### src/rtl/sum_engine_pkg.sv
// rtl/sum_engine_pkg.sv - shared types and width helpers for the line-sum engine
// Contents: t_sum_state (job FSM states), ELEMS_PER_LINE for the default line
// geometry, and constant functions that size per-instance datapaths.
package sum_engine_pkg;

    typedef enum logic [2:0] {
        IDLE    = 3'd0,
        READ    = 3'd1,
        DRAIN   = 3'd2,
        WRITE   = 3'd3,
        WAIT_WR = 3'd4
    } t_sum_state;

    localparam int DEFAULT_DATA_W = 512;
    localparam int DEFAULT_ELEM_W = 8;
    localparam int ELEMS_PER_LINE = DEFAULT_DATA_W / DEFAULT_ELEM_W;

    function automatic int elems_per_line(input int data_w, input int elem_w);
        return data_w / elem_w;
    endfunction

    // Line sums are kept wide enough to never lose a carry, and at least as
    // wide as the accumulator so the carry out of ACC_W is always visible.
    function automatic int line_sum_w(input int data_w, input int elem_w, input int acc_w);
        int s;
        s = elem_w + $clog2(data_w / elem_w);
        return (s > acc_w) ? s : acc_w;
    endfunction

endpackage

### src/rtl/line_reducer.sv
// rtl/line_reducer.sv - one-stage unsigned horizontal sum of a cache line
// Ports: clk, reset_n (sync, active-low); in_valid/in_data (one line);
// out_valid/out_sum (sum of all ELEM_W elements, registered one cycle).
module line_reducer
    import sum_engine_pkg::*;
#(
    parameter int DATA_W = 512,
    parameter int ELEM_W = 8,
    parameter int ACC_W  = 32,
    localparam int SUM_W = line_sum_w(DATA_W, ELEM_W, ACC_W)
) (
    input  logic              clk,
    input  logic              reset_n,
    input  logic              in_valid,
    input  logic [DATA_W-1:0] in_data,
    output logic              out_valid,
    output logic [SUM_W-1:0]  out_sum
);

    localparam int N_ELEMS = elems_per_line(DATA_W, ELEM_W);

    logic             valid_q, valid_d;
    logic [SUM_W-1:0] sum_q, sum_d;

    always_comb begin
        valid_d = in_valid;
        sum_d   = '0;
        for (int i = 0; i < N_ELEMS; i++) begin
            sum_d = sum_d + SUM_W'(in_data[i*ELEM_W +: ELEM_W]);
        end
    end

    always_ff @(posedge clk) begin
        if (!reset_n) begin
            valid_q <= 1'b0;
            sum_q   <= '0;
        end else begin
            valid_q <= valid_d;
            sum_q   <= sum_d;
        end
    end

    assign out_valid = valid_q;
    assign out_sum   = sum_q;

endmodule

### src/rtl/sum_engine.sv
// rtl/sum_engine.sv - reads num_lines cache lines, sums every element, writes the total
// Ports: clk, reset_n (sync, active-low); start/src_addr/dst_addr/num_lines job
// setup; rd_req_* / rd_almfull read requests; rd_rsp_* read data (any order);
// wr_req_* / wr_almfull result write; wr_rsp_valid write completion;
// busy, done (pulse on completion), overflow (carry out of the accumulator).
module sum_engine
    import sum_engine_pkg::*;
#(
    parameter int ADDR_W          = 42,
    parameter int DATA_W          = 512,
    parameter int ELEM_W          = 8,
    parameter int ACC_W           = 32,
    parameter int LEN_W           = 16,
    parameter int MAX_OUTSTANDING = 8
) (
    input  logic              clk,
    input  logic              reset_n,
    input  logic              start,
    input  logic [ADDR_W-1:0] src_addr,
    input  logic [ADDR_W-1:0] dst_addr,
    input  logic [LEN_W-1:0]  num_lines,
    output logic              rd_req_valid,
    output logic [ADDR_W-1:0] rd_req_addr,
    input  logic              rd_almfull,
    input  logic              rd_rsp_valid,
    input  logic [DATA_W-1:0] rd_rsp_data,
    output logic              wr_req_valid,
    output logic [ADDR_W-1:0] wr_req_addr,
    output logic [DATA_W-1:0] wr_req_data,
    input  logic              wr_almfull,
    input  logic              wr_rsp_valid,
    output logic              busy,
    output logic              done,
    output logic              overflow
);

    localparam int SUM_W = line_sum_w(DATA_W, ELEM_W, ACC_W);
    localparam int OUT_W = $clog2(MAX_OUTSTANDING + 1);
    localparam logic [OUT_W-1:0] MAX_OUT = OUT_W'(MAX_OUTSTANDING);

    t_sum_state        state_q, state_d;
    logic [ADDR_W-1:0] rd_addr_q, rd_addr_d;
    logic [ADDR_W-1:0] dst_q, dst_d;
    logic [LEN_W-1:0]  len_q, len_d;
    logic [LEN_W-1:0]  issued_q, issued_d;
    logic [LEN_W-1:0]  received_q, received_d;
    logic [OUT_W-1:0]  outst_q, outst_d;
    logic [ACC_W-1:0]  acc_q, acc_d;
    logic              ovf_q, ovf_d;
    logic              rd_req_valid_q, rd_req_valid_d;
    logic [ADDR_W-1:0] rd_req_addr_q, rd_req_addr_d;
    logic              wr_req_valid_q, wr_req_valid_d;

    logic              rsp_accept;
    logic              issue;
    logic              red_valid;
    logic [SUM_W-1:0]  red_sum;
    logic [SUM_W:0]    acc_wide;

    // Responses only count while a job is collecting data; stale ones after
    // a reset or in IDLE fall on the floor.
    assign rsp_accept = rd_rsp_valid && ((state_q == READ) || (state_q == DRAIN));

    line_reducer #(
        .DATA_W (DATA_W),
        .ELEM_W (ELEM_W),
        .ACC_W  (ACC_W)
    ) u_line_reducer (
        .clk       (clk),
        .reset_n   (reset_n),
        .in_valid  (rsp_accept),
        .in_data   (rd_rsp_data),
        .out_valid (red_valid),
        .out_sum   (red_sum)
    );

    always_comb begin
        state_d        = state_q;
        rd_addr_d      = rd_addr_q;
        dst_d          = dst_q;
        len_d          = len_q;
        issued_d       = issued_q;
        received_d     = received_q;
        outst_d        = outst_q;
        acc_d          = acc_q;
        ovf_d          = ovf_q;
        rd_req_valid_d = 1'b0;
        rd_req_addr_d  = rd_req_addr_q;
        wr_req_valid_d = 1'b0;
        issue          = 1'b0;

        // Any bit above ACC_W in the widened add is a carry out of the accumulator.
        acc_wide = (SUM_W+1)'(acc_q) + (SUM_W+1)'(red_sum);
        if (red_valid) begin
            acc_d = acc_wide[ACC_W-1:0];
            ovf_d = ovf_q | (|acc_wide[SUM_W:ACC_W]);
        end
        if (rsp_accept) begin
            received_d = received_q + LEN_W'(1);
        end

        case (state_q)
            IDLE: begin
                if (start) begin
                    rd_addr_d  = src_addr;
                    dst_d      = dst_addr;
                    len_d      = num_lines;
                    issued_d   = '0;
                    received_d = '0;
                    outst_d    = '0;
                    acc_d      = '0;
                    ovf_d      = 1'b0;
                    state_d    = (num_lines == '0) ? WRITE : READ;
                end
            end
            READ: begin
                if (!rd_almfull && (outst_q < MAX_OUT)) begin
                    issue          = 1'b1;
                    rd_req_valid_d = 1'b1;
                    rd_req_addr_d  = rd_addr_q;
                    rd_addr_d      = rd_addr_q + ADDR_W'(1);
                    issued_d       = issued_q + LEN_W'(1);
                    if (issued_q == len_q - LEN_W'(1)) begin
                        state_d = DRAIN;
                    end
                end
            end
            DRAIN: begin
                // The last line sum must have left the reducer before the write.
                if ((received_q == len_q) && !red_valid) begin
                    state_d = WRITE;
                end
            end
            WRITE: begin
                if (!wr_almfull) begin
                    wr_req_valid_d = 1'b1;
                    state_d        = WAIT_WR;
                end
            end
            WAIT_WR: begin
                if (wr_rsp_valid) begin
                    state_d = IDLE;
                end
            end
            default: state_d = IDLE;
        endcase

        case ({issue, rsp_accept && (outst_q != '0)})
            2'b10:   outst_d = outst_q + OUT_W'(1);
            2'b01:   outst_d = outst_q - OUT_W'(1);
            default: ;
        endcase
    end

    always_ff @(posedge clk) begin
        if (!reset_n) begin
            state_q        <= IDLE;
            rd_addr_q      <= '0;
            dst_q          <= '0;
            len_q          <= '0;
            issued_q       <= '0;
            received_q     <= '0;
            outst_q        <= '0;
            acc_q          <= '0;
            ovf_q          <= 1'b0;
            rd_req_valid_q <= 1'b0;
            rd_req_addr_q  <= '0;
            wr_req_valid_q <= 1'b0;
        end else begin
            state_q        <= state_d;
            rd_addr_q      <= rd_addr_d;
            dst_q          <= dst_d;
            len_q          <= len_d;
            issued_q       <= issued_d;
            received_q     <= received_d;
            outst_q        <= outst_d;
            acc_q          <= acc_d;
            ovf_q          <= ovf_d;
            rd_req_valid_q <= rd_req_valid_d;
            rd_req_addr_q  <= rd_req_addr_d;
            wr_req_valid_q <= wr_req_valid_d;
        end
    end

    always_comb begin
        wr_req_data            = '0;
        wr_req_data[ACC_W-1:0] = acc_q;
        wr_req_data[ACC_W]     = ovf_q;
    end

    assign rd_req_valid = rd_req_valid_q;
    assign rd_req_addr  = rd_req_addr_q;
    assign wr_req_valid = wr_req_valid_q;
    assign wr_req_addr  = dst_q;
    assign busy         = (state_q != IDLE);
    // done marks the completion cycle itself, so it follows wr_rsp_valid directly.
    assign done         = reset_n && (state_q == WAIT_WR) && wr_rsp_valid;
    assign overflow     = ovf_q;

endmodule

### config.mk
export PLATFORM = sky130hd
export DESIGN_NAME = sum_engine
export DESIGN_NICKNAME = d
export VERILOG_FILES = /design/src/rtl/sum_engine_pkg.sv /design/src/rtl/line_reducer.sv /design/src/rtl/sum_engine.sv
export SDC_FILE = /design/constraint.sdc
export NUM_CORES = 1
export LEC_CHECK = 0
export CAP_MARGIN = 20
export CORE_AREA = 2 2 480 482
export CTS_BUF_LIST = sky130_fd_sc_hd__clkbuf_8
export DETAILED_ROUTE_END_ITERATION = 16
export DIE_AREA = 0 0 482 484
export GPL_TIMING_DRIVEN = 0
export PLACE_DENSITY_LB_ADDON = 0.2
export SYNTH_ARGS = -nofsm -noshare
export SYNTH_HDL_FRONTEND = slang
export SYNTH_SLANG_ARGS = --single-unit
### constraint.sdc
create_clock -name clk -period 12.7 [get_ports clk]
set_input_delay 3.81 -clock clk [delete_from_list [all_inputs] [get_ports clk]]
set_output_delay 3.81 -clock clk [all_outputs]
set_load 0.02 [all_outputs]
==> run summary <==
total routed wirelength = 128600 microns
outcome = completed
post-layout minimum cycle time = 12.23 ns
pin slew with the least headroom to its limit = 1.140 ns
overall global routing resource usage = 10.61%
Boundary Pins = 1220
clock tree from TritonCTS = built
required time of the critical path = 13.19 ns
total via count after detailed routing = 22770
area of the mapped netlist = 0.02779 sq mm
final hold violation count = 0
pin count of the biggest net entering global routing = 16
final critical-path share of the clock period = 96.31%
drt via density = 3.089
element type at the critical path end = flip-flop
most common cell after layout, fill and taps aside = sky130_fd_sc_hd__clkdlybuf4s50_1
setup violation total in the final timing report = 0
initial cell density of the core = 12.16%
clock buffer count from CTS = 50
cell with the biggest individual delay on the critical path = sky130_fd_sc_hd__fa_1
combined flip-flop and latch cell area = 0.004644 sq mm
asr flop ratio synth = 0%
Antenna Violating Nets Remaining = 0
Final Net Count = 5501
peak clock frequency supported by timing = 81.76 MHz
Final Max Slew Viols = 0
Die Height = 484 microns
CP dominant cell by count = sky130_fd_sc_hd__fa_1
number of remaining DRC errors = 0
HPWL after detailed placement = 117000 microns
worst max-slew margin expressed relative to the limit = 23.99%
antenna violations before repair = 26
Warnings, synthesis = 0
ratio of cells with drive above 1 in the final layout = 13.37%
fraction of the yosys area taken by sequential cells = 16.71%
count of input and output buffers = 739
worst-skew pair later-pin latency = 0.66 ns
number of synthesized flops with an enable pin = 0
number of rows in the core area = 176
utilization after layout = 18.34%
final-layout setup total negative slack = 0 ns
post-synthesis average cell area = 9.160 sq um
crit path kind = in2reg
longest individual stage delay on the worst path = 0.70 ns
path category of the worst min-delay check = reg2reg
post-detailed-route wirelength per cell = 17.44 microns
flop and latch count out of synthesis = 232
GRT Residual Overflow = 0
global placement routability congestion = 0.8253
multi-input combinational cell area = 0.01892 sq mm
via count of the first global-routing pass = 23630
Cells after Synth = 3034
Post-CTS Setup Repair Bufs = 0
CP arrival = 12.72 ns
Post-synth top flop = sky130_fd_sc_hd__dfxtp_1
Starting DRT DRC Count = 843
leading cell types in the layout, fill and taps excluded = sky130_fd_sc_hd__clkdlybuf4s50_1, sky130_fd_sc_hd__inv_1, sky130_fd_sc_hd__fa_1
first-pass GRT wire length = 176300 microns
synth unique cells = 66
count of fill cells added during filler insertion = 25750
clock skew = 0.03822 ns
sink count of the clock tree = 232
core region area = 0.2286 sq mm
detailed-routing iteration count for the pre-antenna-repair pass = 4
Longest Clk Path Bufs = 3
area of the die = 0.2333 sq mm
count of buffer and inverter cells on the critical path = 4
# Max-Cap Violations = 0
Largest delay share family, worst path = adder cells
clock transition at the register clock pins on the worst setup and hold paths after CTS = 0.06 ns
fin worst setup slack = 0.4686 ns
Max FO, Critical Path = 4
post-place setup slack = -1.020 ns
CTS Hold Bufs = 0
chip width = 482 microns
RSZ-0062 raised after global routing = no
Area Overhead vs Synth = 50.85%
H-tree Lvls = 2
master cell of the clock root buffer = sky130_fd_sc_hd__clkbuf_8
Setup crit start kind = primary input
## cells in the mapped netlist, types with 6 or more instances
library cell	number	area, sq um
sky130_fd_sc_hd__xor2_1	48	420.4
sky130_fd_sc_hd__xnor2_1	45	394.1
sky130_fd_sc_hd__nor3_1	29	145.1
sky130_fd_sc_hd__nor2b_1	14	87.58
sky130_fd_sc_hd__o22ai_1	7	43.79
sky130_fd_sc_hd__nor4_1	16	100.1
sky130_fd_sc_hd__o21ai_0	62	310.3
sky130_fd_sc_hd__a21boi_0	92	690.7
sky130_fd_sc_hd__a31oi_1	12	75.07
sky130_fd_sc_hd__mux2i_1	16	160.2
sky130_fd_sc_hd__nand2b_1	10	62.56
sky130_fd_sc_hd__o211ai_1	15	112.6
sky130_fd_sc_hd__fa_1	484	9689
sky130_fd_sc_hd__nand4_1	20	125.1
sky130_fd_sc_hd__ha_1	93	1164
sky130_fd_sc_hd__a21o_1	14	105.1
sky130_fd_sc_hd__dfxtp_1	232	4644
sky130_fd_sc_hd__o21bai_1	6	45.04
sky130_fd_sc_hd__and4_1	6	52.55
sky130_fd_sc_hd__a211oi_1	13	97.59
sky130_fd_sc_hd__and2_1	16	100.1
sky130_fd_sc_hd__inv_1	554	2079
sky130_fd_sc_hd__clkbuf_1	78	292.8
sky130_fd_sc_hd__or3_1	13	81.33
sky130_fd_sc_hd__nor2_1	126	473.0
sky130_fd_sc_hd__buf_1	6	22.52
sky130_fd_sc_hd__a22oi_1	8	60.06
sky130_fd_sc_hd__a21oi_1	93	465.5
sky130_fd_sc_hd__and3_1	17	106.4
sky130_fd_sc_hd__o31ai_1	8	60.06
sky130_fd_sc_hd__nand2_1	274	1028
sky130_fd_sc_hd__o21a_1	16	120.1
sky130_fd_sc_hd__nand3_1	47	235.2
sky130_fd_sc_hd__buf_4	481	3611
## repair_timing
item | CTS | global route
gates cloned | 0 | 0
resized for setup | 1 | 3
endpoints found under the setup margin | 5 | 4
## final cells by class
type | count | area share [%]
timing repair buffer | 741 | 17.69
clock buffer | 68 | 2.232
sequential | 232 | 11.08
buffer | 569 | 9.431
tap | 3026 | 9.031
clock inverter | 23 | 0.4357
antenna | 3 | 0.01791
inverter | 555 | 4.969
multi-input combinational | 2156 | 45.12
## final timing paths
check	startpoint	end	slack, ns	cells after the start
max	rd_rsp_data[0]	u_line_reducer.out_sum[12]	0.47	27
min	rd_req_addr[13]	rd_req_addr[13]	0.46	2
max reg2reg	state_q[2]	outst_q[3]	8.28	15
min reg2reg	rd_req_addr[13]	rd_req_addr[13]	0.46	2
## sequential cells by signal, indices dropped and copies added, names as in the netlist, 3 cells and up
name / count
rd_req_addr: 42
wr_req_addr: 42
len_q: 16
issued_q: 16
u_line_reducer.out_sum: 15
received_q: 16
outst_q: 4
rd_addr_q: 42
state_q: 3
acc_q: 32
## through the flow
step / instance area, sq um / std cells / hold WS (ns)
after floorplan: 29590 / 3512 / 0.4404
after global placement: 40770 / 7277 / 0.4505
after detailed placement: 40790 / 7279 / 0.4509
after CTS: 41910 / 7370 / 0.4613
after global routing: 41920 / 7371 / 0.4790
final: 41930 / 7373 / 0.4581
## cell families after synthesis
family          count (synthesis)  share of synthesized area, %
mux                            17                        0.6167
compound gates                381                         9.031
fa+ha+maj                     577                         39.05
flops                         232                         16.71
xor+xnor                       93                         2.931
buf+inv                      1124                         21.72
simple gates                  609                         9.931
other cells                     1                       0.01349
## tightest hold or removal path: stages (launching register included)
cell and delay [ns]:
sky130_fd_sc_hd__dfxtp_1 0.31, sky130_fd_sc_hd__nand2_1 0.05, sky130_fd_sc_hd__a21oi_1 0.05
## routing by layer
metal | GRT usage, % | share of wire [%] | vias to the layer above
li1 | - | - | 10950
met1 | 12.31 | 39 | 10950
met2 | 20.13 | 54 | 735
met3 | 1.543 | 4.7 | 126
met4 | 2.505 | 2.6 | 4
met5 | 0 | 0.023 | -
Power is left out: the tool's default activity adds up to more than one toggle a clock period on the data nets, which glitch-free logic cannot reach.
